<file path="config.mk">
export PLATFORM = sky130hd
export DESIGN_NAME = ysyx_2022040010_uncache_ctrl_flat
export DESIGN_NICKNAME = d
export VERILOG_FILES = /design/src/rtl/ysyx_2022040010_uncache_ctrl_if.sv /design/src/rtl/ysyx_2022040010_uncache_ctrl.sv /design/src/flat_wrapper.sv
export SDC_FILE = /design/constraint.sdc
export NUM_CORES = 1
export LEC_CHECK = 0
export ABC_AREA = 0
export BUFFER_PORTS_ARGS = -buffer_cell sky130_fd_sc_hd__buf_2
export CORE_AREA = 10 10 126 128
export DETAILED_ROUTE_END_ITERATION = 10
export DIE_AREA = 0 0 136 138
export GPL_TIMING_DRIVEN = 0
export HOLD_SLACK_MARGIN = 0.1
export PLACE_DENSITY = 0.77
export SYNTH_ARGS = -nofsm -noshare
export SYNTH_HDL_FRONTEND = slang
export SYNTH_SLANG_ARGS = --single-unit
</file>
<file path="constraint.sdc">
create_clock -name clk -period 1.7 [get_ports clk]
set_input_delay 0.255 -clock clk [delete_from_list [all_inputs] [get_ports clk]]
set_output_delay 0.255 -clock clk [all_outputs]
set_load 0.01 [all_outputs]
</file>
<file path="src/rtl/ysyx_2022040010_uncache_ctrl_if.sv">
`default_nettype none
// +----------------------------------------------------------------------+
// | ysyx_2022040010_uncache_ctrl_if : LSU-side and bus-side handshakes    |
// | of the uncached-access controller.            Revision: 1.0          |
// +----------------------------------------------------------------------+
interface ysyx_2022040010_uncache_ctrl_if #(
  parameter int DATA_W = 64,
  parameter int ADDR_W = 32
);
  logic                cpu_req_valid;
  logic                cpu_req_ready;
  logic                cpu_req_we;
  logic [ADDR_W-1:0]   cpu_req_addr;
  logic [DATA_W-1:0]   cpu_req_wdata;
  logic [DATA_W/8-1:0] cpu_req_wstrb;
  logic                cpu_resp_valid;
  logic [DATA_W-1:0]   cpu_resp_rdata;
  logic                cpu_resp_err;

  logic                bus_req_valid;
  logic                bus_req_ready;
  logic                bus_req_we;
  logic [ADDR_W-1:0]   bus_req_addr;
  logic [DATA_W-1:0]   bus_req_wdata;
  logic [DATA_W/8-1:0] bus_req_wstrb;
  logic                bus_resp_valid;
  logic [DATA_W-1:0]   bus_resp_rdata;
  logic                bus_resp_err;

  // Controller view: serves the LSU, drives the bus.
  modport slave (
    input  cpu_req_valid, cpu_req_we, cpu_req_addr, cpu_req_wdata, cpu_req_wstrb,
    output cpu_req_ready, cpu_resp_valid, cpu_resp_rdata, cpu_resp_err,
    output bus_req_valid, bus_req_we, bus_req_addr, bus_req_wdata, bus_req_wstrb,
    input  bus_req_ready, bus_resp_valid, bus_resp_rdata, bus_resp_err
  );

  // Environment view: the LSU and the AXI bridge.
  modport master (
    output cpu_req_valid, cpu_req_we, cpu_req_addr, cpu_req_wdata, cpu_req_wstrb,
    input  cpu_req_ready, cpu_resp_valid, cpu_resp_rdata, cpu_resp_err,
    input  bus_req_valid, bus_req_we, bus_req_addr, bus_req_wdata, bus_req_wstrb,
    output bus_req_ready, bus_resp_valid, bus_resp_rdata, bus_resp_err
  );
endinterface
`default_nettype wire

</file>
<file path="src/rtl/ysyx_2022040010_uncache_ctrl.sv">
`default_nettype none
// +----------------------------------------------------------------------+
// | ysyx_2022040010_uncache_ctrl : uncached MMIO access controller with   |
// | optional posted-write FIFO (macro UNCACHE_POSTED_WR_EN). Revision 1.0 |
// +----------------------------------------------------------------------+
module ysyx_2022040010_uncache_ctrl #(
  parameter int DATA_W     = 64,
  parameter int ADDR_W     = 32,
  parameter int WBUF_DEPTH = 4
) (
  input  logic                           clk,
  input  logic                           rst,
  ysyx_2022040010_uncache_ctrl_if.slave  io,
  output logic                           wbuf_empty,
  output logic                           wr_err_sticky
);
  localparam int STRB_W = DATA_W / 8;

  if ((DATA_W % 8) != 0 || WBUF_DEPTH < 2 || (WBUF_DEPTH & (WBUF_DEPTH - 1)) != 0) begin : g_param_check
    $error("uncache_ctrl: illegal DATA_W or WBUF_DEPTH");
  end

  typedef enum logic [1:0] {
    IDLE  = 2'd0,
    ISSUE = 2'd1,
    WAIT  = 2'd2,
    RESP  = 2'd3
  } state_e;

  state_e              state_q, state_d;
  logic                launch_we_q, launch_we_d;
  logic [ADDR_W-1:0]   launch_addr_q, launch_addr_d;
  logic [DATA_W-1:0]   launch_wdata_q, launch_wdata_d;
  logic [STRB_W-1:0]   launch_wstrb_q, launch_wstrb_d;
  logic                bus_req_valid_q, bus_req_valid_d;
  logic                resp_valid_q, resp_valid_d;
  logic [DATA_W-1:0]   resp_rdata_q, resp_rdata_d;
  logic                resp_err_q, resp_err_d;
  logic                cpu_fire;
  logic                bus_resp_fire;

  assign cpu_fire      = io.cpu_req_valid & io.cpu_req_ready;
  assign bus_resp_fire = (state_q == WAIT) & io.bus_resp_valid;

  assign io.bus_req_valid  = bus_req_valid_q;
  assign io.bus_req_we     = launch_we_q;
  assign io.bus_req_addr   = launch_addr_q;
  assign io.bus_req_wdata  = launch_wdata_q;
  assign io.bus_req_wstrb  = launch_wstrb_q;
  assign io.cpu_resp_valid = resp_valid_q;
  assign io.cpu_resp_rdata = resp_rdata_q;
  assign io.cpu_resp_err   = resp_err_q;

`ifdef UNCACHE_POSTED_WR_EN
  localparam int PTR_W = $clog2(WBUF_DEPTH);
  localparam int ENT_W = ADDR_W + DATA_W + STRB_W;

  logic [ENT_W-1:0] mem_q [WBUF_DEPTH];
  logic [ENT_W-1:0] mem_d [WBUF_DEPTH];
  logic [PTR_W:0]   wr_ptr_q, wr_ptr_d;
  logic [PTR_W:0]   rd_ptr_q, rd_ptr_d;
  logic             sticky_q, sticky_d;
  logic             fifo_empty, fifo_full, push, pop, rd_resp_next;

  assign fifo_empty   = (wr_ptr_q == rd_ptr_q);
  assign fifo_full    = (wr_ptr_q[PTR_W-1:0] == rd_ptr_q[PTR_W-1:0]) &
                        (wr_ptr_q[PTR_W] != rd_ptr_q[PTR_W]);
  // A write ack accepted now lands next cycle; keep it off a read's RESP pulse.
  assign rd_resp_next = bus_resp_fire & ~launch_we_q;
  assign io.cpu_req_ready = ~rst & (io.cpu_req_we ? (~fifo_full & ~rd_resp_next)
                                                  : ((state_q == IDLE) & fifo_empty));
  assign push          = cpu_fire & io.cpu_req_we;
  assign pop           = (state_q == IDLE) & ~fifo_empty;
  assign wbuf_empty    = fifo_empty & ((state_q == IDLE) | ~launch_we_q);
  assign wr_err_sticky = sticky_q;

  always_comb begin
    mem_d = mem_q;
    if (push) begin
      mem_d[wr_ptr_q[PTR_W-1:0]] = {io.cpu_req_addr, io.cpu_req_wdata, io.cpu_req_wstrb};
    end
    wr_ptr_d = wr_ptr_q + {{PTR_W{1'b0}}, push};
    rd_ptr_d = rd_ptr_q + {{PTR_W{1'b0}}, pop};
    sticky_d = sticky_q | (bus_resp_fire & launch_we_q & io.bus_resp_err);
  end
`else
  assign io.cpu_req_ready = ~rst & (state_q == IDLE);
  assign wbuf_empty       = 1'b1;
  assign wr_err_sticky    = 1'b0;
`endif

  always_comb begin
    state_d        = state_q;
    launch_we_d    = launch_we_q;
    launch_addr_d  = launch_addr_q;
    launch_wdata_d = launch_wdata_q;
    launch_wstrb_d = launch_wstrb_q;
    resp_valid_d   = 1'b0;
    resp_rdata_d   = '0;
    resp_err_d     = 1'b0;
    case (state_q)
      IDLE: begin
`ifdef UNCACHE_POSTED_WR_EN
        if (pop) begin
          state_d     = ISSUE;
          launch_we_d = 1'b1;
          {launch_addr_d, launch_wdata_d, launch_wstrb_d} = mem_q[rd_ptr_q[PTR_W-1:0]];
        end else if (cpu_fire & ~io.cpu_req_we) begin
`else
        if (cpu_fire) begin
`endif
          state_d        = ISSUE;
          launch_we_d    = io.cpu_req_we;
          launch_addr_d  = io.cpu_req_addr;
          launch_wdata_d = io.cpu_req_wdata;
          launch_wstrb_d = io.cpu_req_wstrb;
        end
      end
      ISSUE:   if (io.bus_req_ready)  state_d = WAIT;
      WAIT:    if (io.bus_resp_valid) state_d = RESP;
      RESP:    state_d = IDLE;
      default: state_d = IDLE;
    endcase

`ifdef UNCACHE_POSTED_WR_EN
    if (bus_resp_fire & ~launch_we_q) begin
      resp_valid_d = 1'b1;
      resp_rdata_d = io.bus_resp_rdata;
      resp_err_d   = io.bus_resp_err;
    end
    if (push) resp_valid_d = 1'b1;
`else
    if (bus_resp_fire) begin
      resp_valid_d = 1'b1;
      resp_rdata_d = launch_we_q ? '0 : io.bus_resp_rdata;
      resp_err_d   = io.bus_resp_err;
    end
`endif
    bus_req_valid_d = (state_d == ISSUE);
  end

  always_ff @(posedge clk) begin
    if (rst) begin
      state_q         <= IDLE;
      launch_we_q     <= 1'b0;
      launch_addr_q   <= '0;
      launch_wdata_q  <= '0;
      launch_wstrb_q  <= '0;
      bus_req_valid_q <= 1'b0;
      resp_valid_q    <= 1'b0;
      resp_rdata_q    <= '0;
      resp_err_q      <= 1'b0;
`ifdef UNCACHE_POSTED_WR_EN
      wr_ptr_q        <= '0;
      rd_ptr_q        <= '0;
      sticky_q        <= 1'b0;
`endif
    end else begin
      state_q         <= state_d;
      launch_we_q     <= launch_we_d;
      launch_addr_q   <= launch_addr_d;
      launch_wdata_q  <= launch_wdata_d;
      launch_wstrb_q  <= launch_wstrb_d;
      bus_req_valid_q <= bus_req_valid_d;
      resp_valid_q    <= resp_valid_d;
      resp_rdata_q    <= resp_rdata_d;
      resp_err_q      <= resp_err_d;
`ifdef UNCACHE_POSTED_WR_EN
      wr_ptr_q        <= wr_ptr_d;
      rd_ptr_q        <= rd_ptr_d;
      sticky_q        <= sticky_d;
`endif
    end
`ifdef UNCACHE_POSTED_WR_EN
    mem_q <= mem_d;
`endif
  end
endmodule
`default_nettype wire

</file>
<file path="src/flat_wrapper.sv">
// flat-port wrapper written by rule: the top's interface ports become plain ports
module ysyx_2022040010_uncache_ctrl_flat 
#(
  parameter int DATA_W     = 64,
  parameter int ADDR_W     = 32,
  parameter int WBUF_DEPTH = 4
)
  (clk, rst, wbuf_empty, wr_err_sticky, io_cpu_req_valid, io_cpu_req_we, io_cpu_req_addr, io_cpu_req_wdata, io_cpu_req_wstrb, io_cpu_req_ready, io_cpu_resp_valid, io_cpu_resp_rdata, io_cpu_resp_err, io_bus_req_valid, io_bus_req_we, io_bus_req_addr, io_bus_req_wdata, io_bus_req_wstrb, io_bus_req_ready, io_bus_resp_valid, io_bus_resp_rdata, io_bus_resp_err);
  ysyx_2022040010_uncache_ctrl_if #(.DATA_W(DATA_W), .ADDR_W(ADDR_W)) io_i ();
  input  logic clk;
  input  logic rst;
  output logic wbuf_empty;
  output logic wr_err_sticky;
  input wire logic [$bits(io_i.cpu_req_valid)-1:0] io_cpu_req_valid;
  input wire logic [$bits(io_i.cpu_req_we)-1:0] io_cpu_req_we;
  input wire logic [$bits(io_i.cpu_req_addr)-1:0] io_cpu_req_addr;
  input wire logic [$bits(io_i.cpu_req_wdata)-1:0] io_cpu_req_wdata;
  input wire logic [$bits(io_i.cpu_req_wstrb)-1:0] io_cpu_req_wstrb;
  output wire logic [$bits(io_i.cpu_req_ready)-1:0] io_cpu_req_ready;
  output wire logic [$bits(io_i.cpu_resp_valid)-1:0] io_cpu_resp_valid;
  output wire logic [$bits(io_i.cpu_resp_rdata)-1:0] io_cpu_resp_rdata;
  output wire logic [$bits(io_i.cpu_resp_err)-1:0] io_cpu_resp_err;
  output wire logic [$bits(io_i.bus_req_valid)-1:0] io_bus_req_valid;
  output wire logic [$bits(io_i.bus_req_we)-1:0] io_bus_req_we;
  output wire logic [$bits(io_i.bus_req_addr)-1:0] io_bus_req_addr;
  output wire logic [$bits(io_i.bus_req_wdata)-1:0] io_bus_req_wdata;
  output wire logic [$bits(io_i.bus_req_wstrb)-1:0] io_bus_req_wstrb;
  input wire logic [$bits(io_i.bus_req_ready)-1:0] io_bus_req_ready;
  input wire logic [$bits(io_i.bus_resp_valid)-1:0] io_bus_resp_valid;
  input wire logic [$bits(io_i.bus_resp_rdata)-1:0] io_bus_resp_rdata;
  input wire logic [$bits(io_i.bus_resp_err)-1:0] io_bus_resp_err;
  assign io_i.cpu_req_valid = io_cpu_req_valid;
  assign io_i.cpu_req_we = io_cpu_req_we;
  assign io_i.cpu_req_addr = io_cpu_req_addr;
  assign io_i.cpu_req_wdata = io_cpu_req_wdata;
  assign io_i.cpu_req_wstrb = io_cpu_req_wstrb;
  assign io_cpu_req_ready = io_i.cpu_req_ready;
  assign io_cpu_resp_valid = io_i.cpu_resp_valid;
  assign io_cpu_resp_rdata = io_i.cpu_resp_rdata;
  assign io_cpu_resp_err = io_i.cpu_resp_err;
  assign io_bus_req_valid = io_i.bus_req_valid;
  assign io_bus_req_we = io_i.bus_req_we;
  assign io_bus_req_addr = io_i.bus_req_addr;
  assign io_bus_req_wdata = io_i.bus_req_wdata;
  assign io_bus_req_wstrb = io_i.bus_req_wstrb;
  assign io_i.bus_req_ready = io_bus_req_ready;
  assign io_i.bus_resp_valid = io_bus_resp_valid;
  assign io_i.bus_resp_rdata = io_bus_resp_rdata;
  assign io_i.bus_resp_err = io_bus_resp_err;
  ysyx_2022040010_uncache_ctrl #(.DATA_W(DATA_W), .ADDR_W(ADDR_W), .WBUF_DEPTH(WBUF_DEPTH)) u_core (.clk(clk), .rst(rst), .io(io_i), .wbuf_empty(wbuf_empty), .wr_err_sticky(wr_err_sticky));
endmodule
</file>
==> summary.txt <==
Placed design
  – # port buffers: 347
  – Post-DP HPWL: between 15,000 and 20,000 um
  – Place WS: -0.3930 ns
  – Total placed instance area: 7501 um2
  – Dpl cells: 1,140
  – Final GP Congestion: 0.8517

Synthesis
  – Ranking of synthesized cells by area: dfxtp_1 63%, nand2_1 14%, a21oi_1 9.6%, and2_1 7.3%, clkbuf_1 1.6%
  – Area share of the largest cell type after synthesis: 0.6289
  – Post-synthesis sequential area ratio: 0.6289
  – Cell count after synthesis: 613
  – Warnings from Yosys: 0
  – #FFs+latches synth: 174
  – Syn nets: 788
  – Cell accounting for the most synthesized area: dfxtp_1
  – Netlist Area Pre-Place: approximately 5500 um2
  – Avg Cell Area, Syn: ~9 um2
  – Post-synthesis cell type count: 19

Finish
  – Share of cells above drive strength 1: 0.3543
  – Seq. cell area: 3483 um2
  – Nets: 1,328
  – Commonest non-fill, non-tap cells in the layout: 358 x buf_2, 210 x nand2_1, 174 x dfxtp_1, 169 x dlygate4sd3_1, 106 x a21oi_1
  – Final Cell Area: between 9000 and 10,000 um2
  – Finished Core Util: 0.7316
  – Filler Cell Count: 862
  – Area of the multi-input gates: around 1900 um2
  – Finished Layout Cells: 1,349
  – Layout area overhead: 78.36%
  – Commonest non-fill, non-tap cell in the layout: buf_2

Worst hold path
  – Min-Delay Endpoint: u_core.state_q[1]
  – Hold Crit Start: io_bus_req_ready
  – Hold Crit Depth: 3
  – Worst hold path type: input port to flop

Clock network
  – # H-tree levels: 4
  – Clock transition at the registers of the reported paths: 0.07 ns
  – Cts bufs inserted: 17
  – CTS max path bufs: 2
  – CTS tree: built
  – Root buffer cell: clkbuf_16
  – Clock sinks: 174
  – Clock latency on the worst-skew pair: 0.42 ns

Drt
  – Vias per cell: 4.816
  – Via Count: between 6,000 and 7,000
  – DRC errors left: 0
  – DRT antenna net count: 0
  – Detailed Route WL: 25,860 um
  – DRT iter0 DRCs: 333
  – Routed WL per cell: 19.17 um
  – Initial DRT Pass Iterations: 6

Timing
  – Worst hold slack: 0.1222 ns
  – Tmin final: 1.667 ns
  – Crit share post-route: 0.9804
  – Final setup vio count: 0
  – Fmax: 0.6000 GHz
  – Fin. Hold Viols: 0
  – Max_slew headroom: 0.6251
  – Skew final: between 0.009 and 0.01 ns
  – Worst setup margin: around 0.033 ns
  – Worst slew pin tran: 0.5624 ns
  – Count of final max-slew check failures: 0

Setup path
  – Worst setup EP type: flop
  – CP most frequent cell: buf_4
  – Maximum fanout along the worst path: 10
  – R2R setup slack: ~0.033 ns
  – FF-to-FF path depth: 7
  – WP depth: 7
  – Slowest stage delay, CP: 0.30 ns
  – Worst Path Buf+Inv: 4
  – Req. time, crit path: between 2 and 2.5 ns
  – Crit path cell chain: buf_2, nor3b_4, buf_4, buf_4, clkbuf_2, nand2_1, a21oi_1
  – CP max stage cell: dfxtp_1
  – RR Endpoint: u_core.io.bus_req_addr[15]
  – Crit path max-delay family: buffers and inverters
  – WS Path Type: flop to flop
  – Startpoint Class: flop
  – Worst r2r src: u_core.state_q[0]
  – WP data arrival: 1.98 ns

Die
  – Total core area: 13,500 um2
  – Starting Density: 0.4102
  – Die Y: roughly 140 um
  – IO Count: 350
  – Die width: 136 um
  – Rows: 43
  – Die area: 18,770 um2

Status
  – Status: finished clean

GRT
  – Antenna violations before repair: 6
  – Largest net degree at the start of global routing: 17
  – Vias in the first global route: about 6,600
  – GRT Total Usage: 0.2576
  – GRT overflow: 0
  – Global-route wire length before repair: approximately 38,000 um

Power and ir drop
  – Peak VDD IR: 0.7629 mV
  – Leakage power: about 0.0048 uW
  – Power Density: 987.9 nW/um2

Flow run
  – Max-cap violations: 0
cells by family (layout without fill, tap and decap cells):
family | after synthesis | count (layout) | synth area share
AOI/OAI and AO/OA | 107 | 107 | 0.09713
other | 2 | 8 | 0.001356
buffers and inverters | 46 | 595 | 0.04382
and+or+nand+nor | 283 | 284 | 0.2270
DFF | 174 | 174 | 0.6289
muxes | 1 | 1 | 0.001807
layer usage:
metal  wire length [um]  global-route usage  vias up  share of wire
li1                   -                   -     3021              -
met1               8673              0.2526     2989           0.34
met2              13050              0.4557      426           0.50
met3               3164              0.1123       61           0.12
met4                968              0.1133        0          0.037
met5                  0                   0        -              0
stage by stage:
stage | TNS (ns) | power, uW
after floorplan | 0 | 4965
after global placement | -5.827 | 5486
after detailed placement | -6.256 | 5511
after CTS | 0 | 9689
after global routing | -0.1826 | 10060
final | 0 | 9760
registers in the layout, summed over array words and instances, names as in the netlist:
register                  count
u_core.io.bus_req_wdata      64
u_core.io.cpu_resp_rdata     64
u_core.io.bus_req_addr       32
u_core.io.bus_req_wstrb       8
u_core.state_q                2
u_core.io.bus_req_valid       1
u_core.io.bus_req_we          1
u_core.io.cpu_resp_err        1
u_core.io.cpu_resp_valid      1
synth_stat cells:
cell       instances
buf_2             11
mux2i_1            1
nor3_1             2
nor2_2             1
nand2b_1           1
nand4bb_1          1
a21oi_1          106
and2_1            65
dfxtp_1          174
nor3b_2            1
or3b_1             1
conb_1             2
clkbuf_1          24
nand2_1          210
inv_1              2
nand3b_1           1
buf_6              6
o31ai_1            1
buf_4              3
worst max-delay path by stage:
stage	startpoint	end	slack (ns)
after floorplan	u_core.state_q[0]	u_core.io.bus_req_wdata[10]	0.30
after global placement	rst	u_core.io.bus_req_wdata[47]	-0.37
after detailed placement	rst	u_core.io.bus_req_wdata[42]	-0.39
after CTS	u_core.state_q[0]	u_core.io.bus_req_wdata[42]	0.01
after global routing	u_core.state_q[0]	u_core.io.bus_req_wdata[35]	-0.03
final	u_core.state_q[0]	u_core.io.bus_req_addr[15]	0.03
where the power goes:
group          switching (uW)  leakage, uW  internal [uW]
clock                    1590     0.000279           2340
combinational             723      0.00314            731
sequential                103      0.00142           4270
area by class of cell:
type | count | share of cell area
multi-input cells | 394 | 0.1877
flip-flops and latches | 174 | 0.3526
plain buffers | 43 | 0.02482
clock inverters | 9 | 0.01380
inverters | 2 | 0.0007599
well taps | 180 | 0.02280
repair buffers | 521 | 0.3508
diodes | 6 | 0.001520
clock buffers | 20 | 0.04521
worst reg2reg max path, stage by stage, from the launching register on:
cell and delay, ns:
dfxtp_1 0.30, buf_2 0.17, nor3b_4 0.25, buf_4 0.15
buf_4 0.09, clkbuf_2 0.25, nand2_1 0.11, a21oi_1 0.25
timing repair:
| item | in CTS | in global routing |
|---|---|---|
| gates resized for setup | 4 | 17 |
| hold endpoints to repair | 169 | 0 |
| gates cloned | 0 | 1 |
| setup endpoints to repair | 96 | 137 |
| pin swaps | 0 | 2 |
| buffers inserted | 0 | 5 |
| hold buffers | 169 | 0 |
No activity file was read; power rests on OpenSTA's default activity.
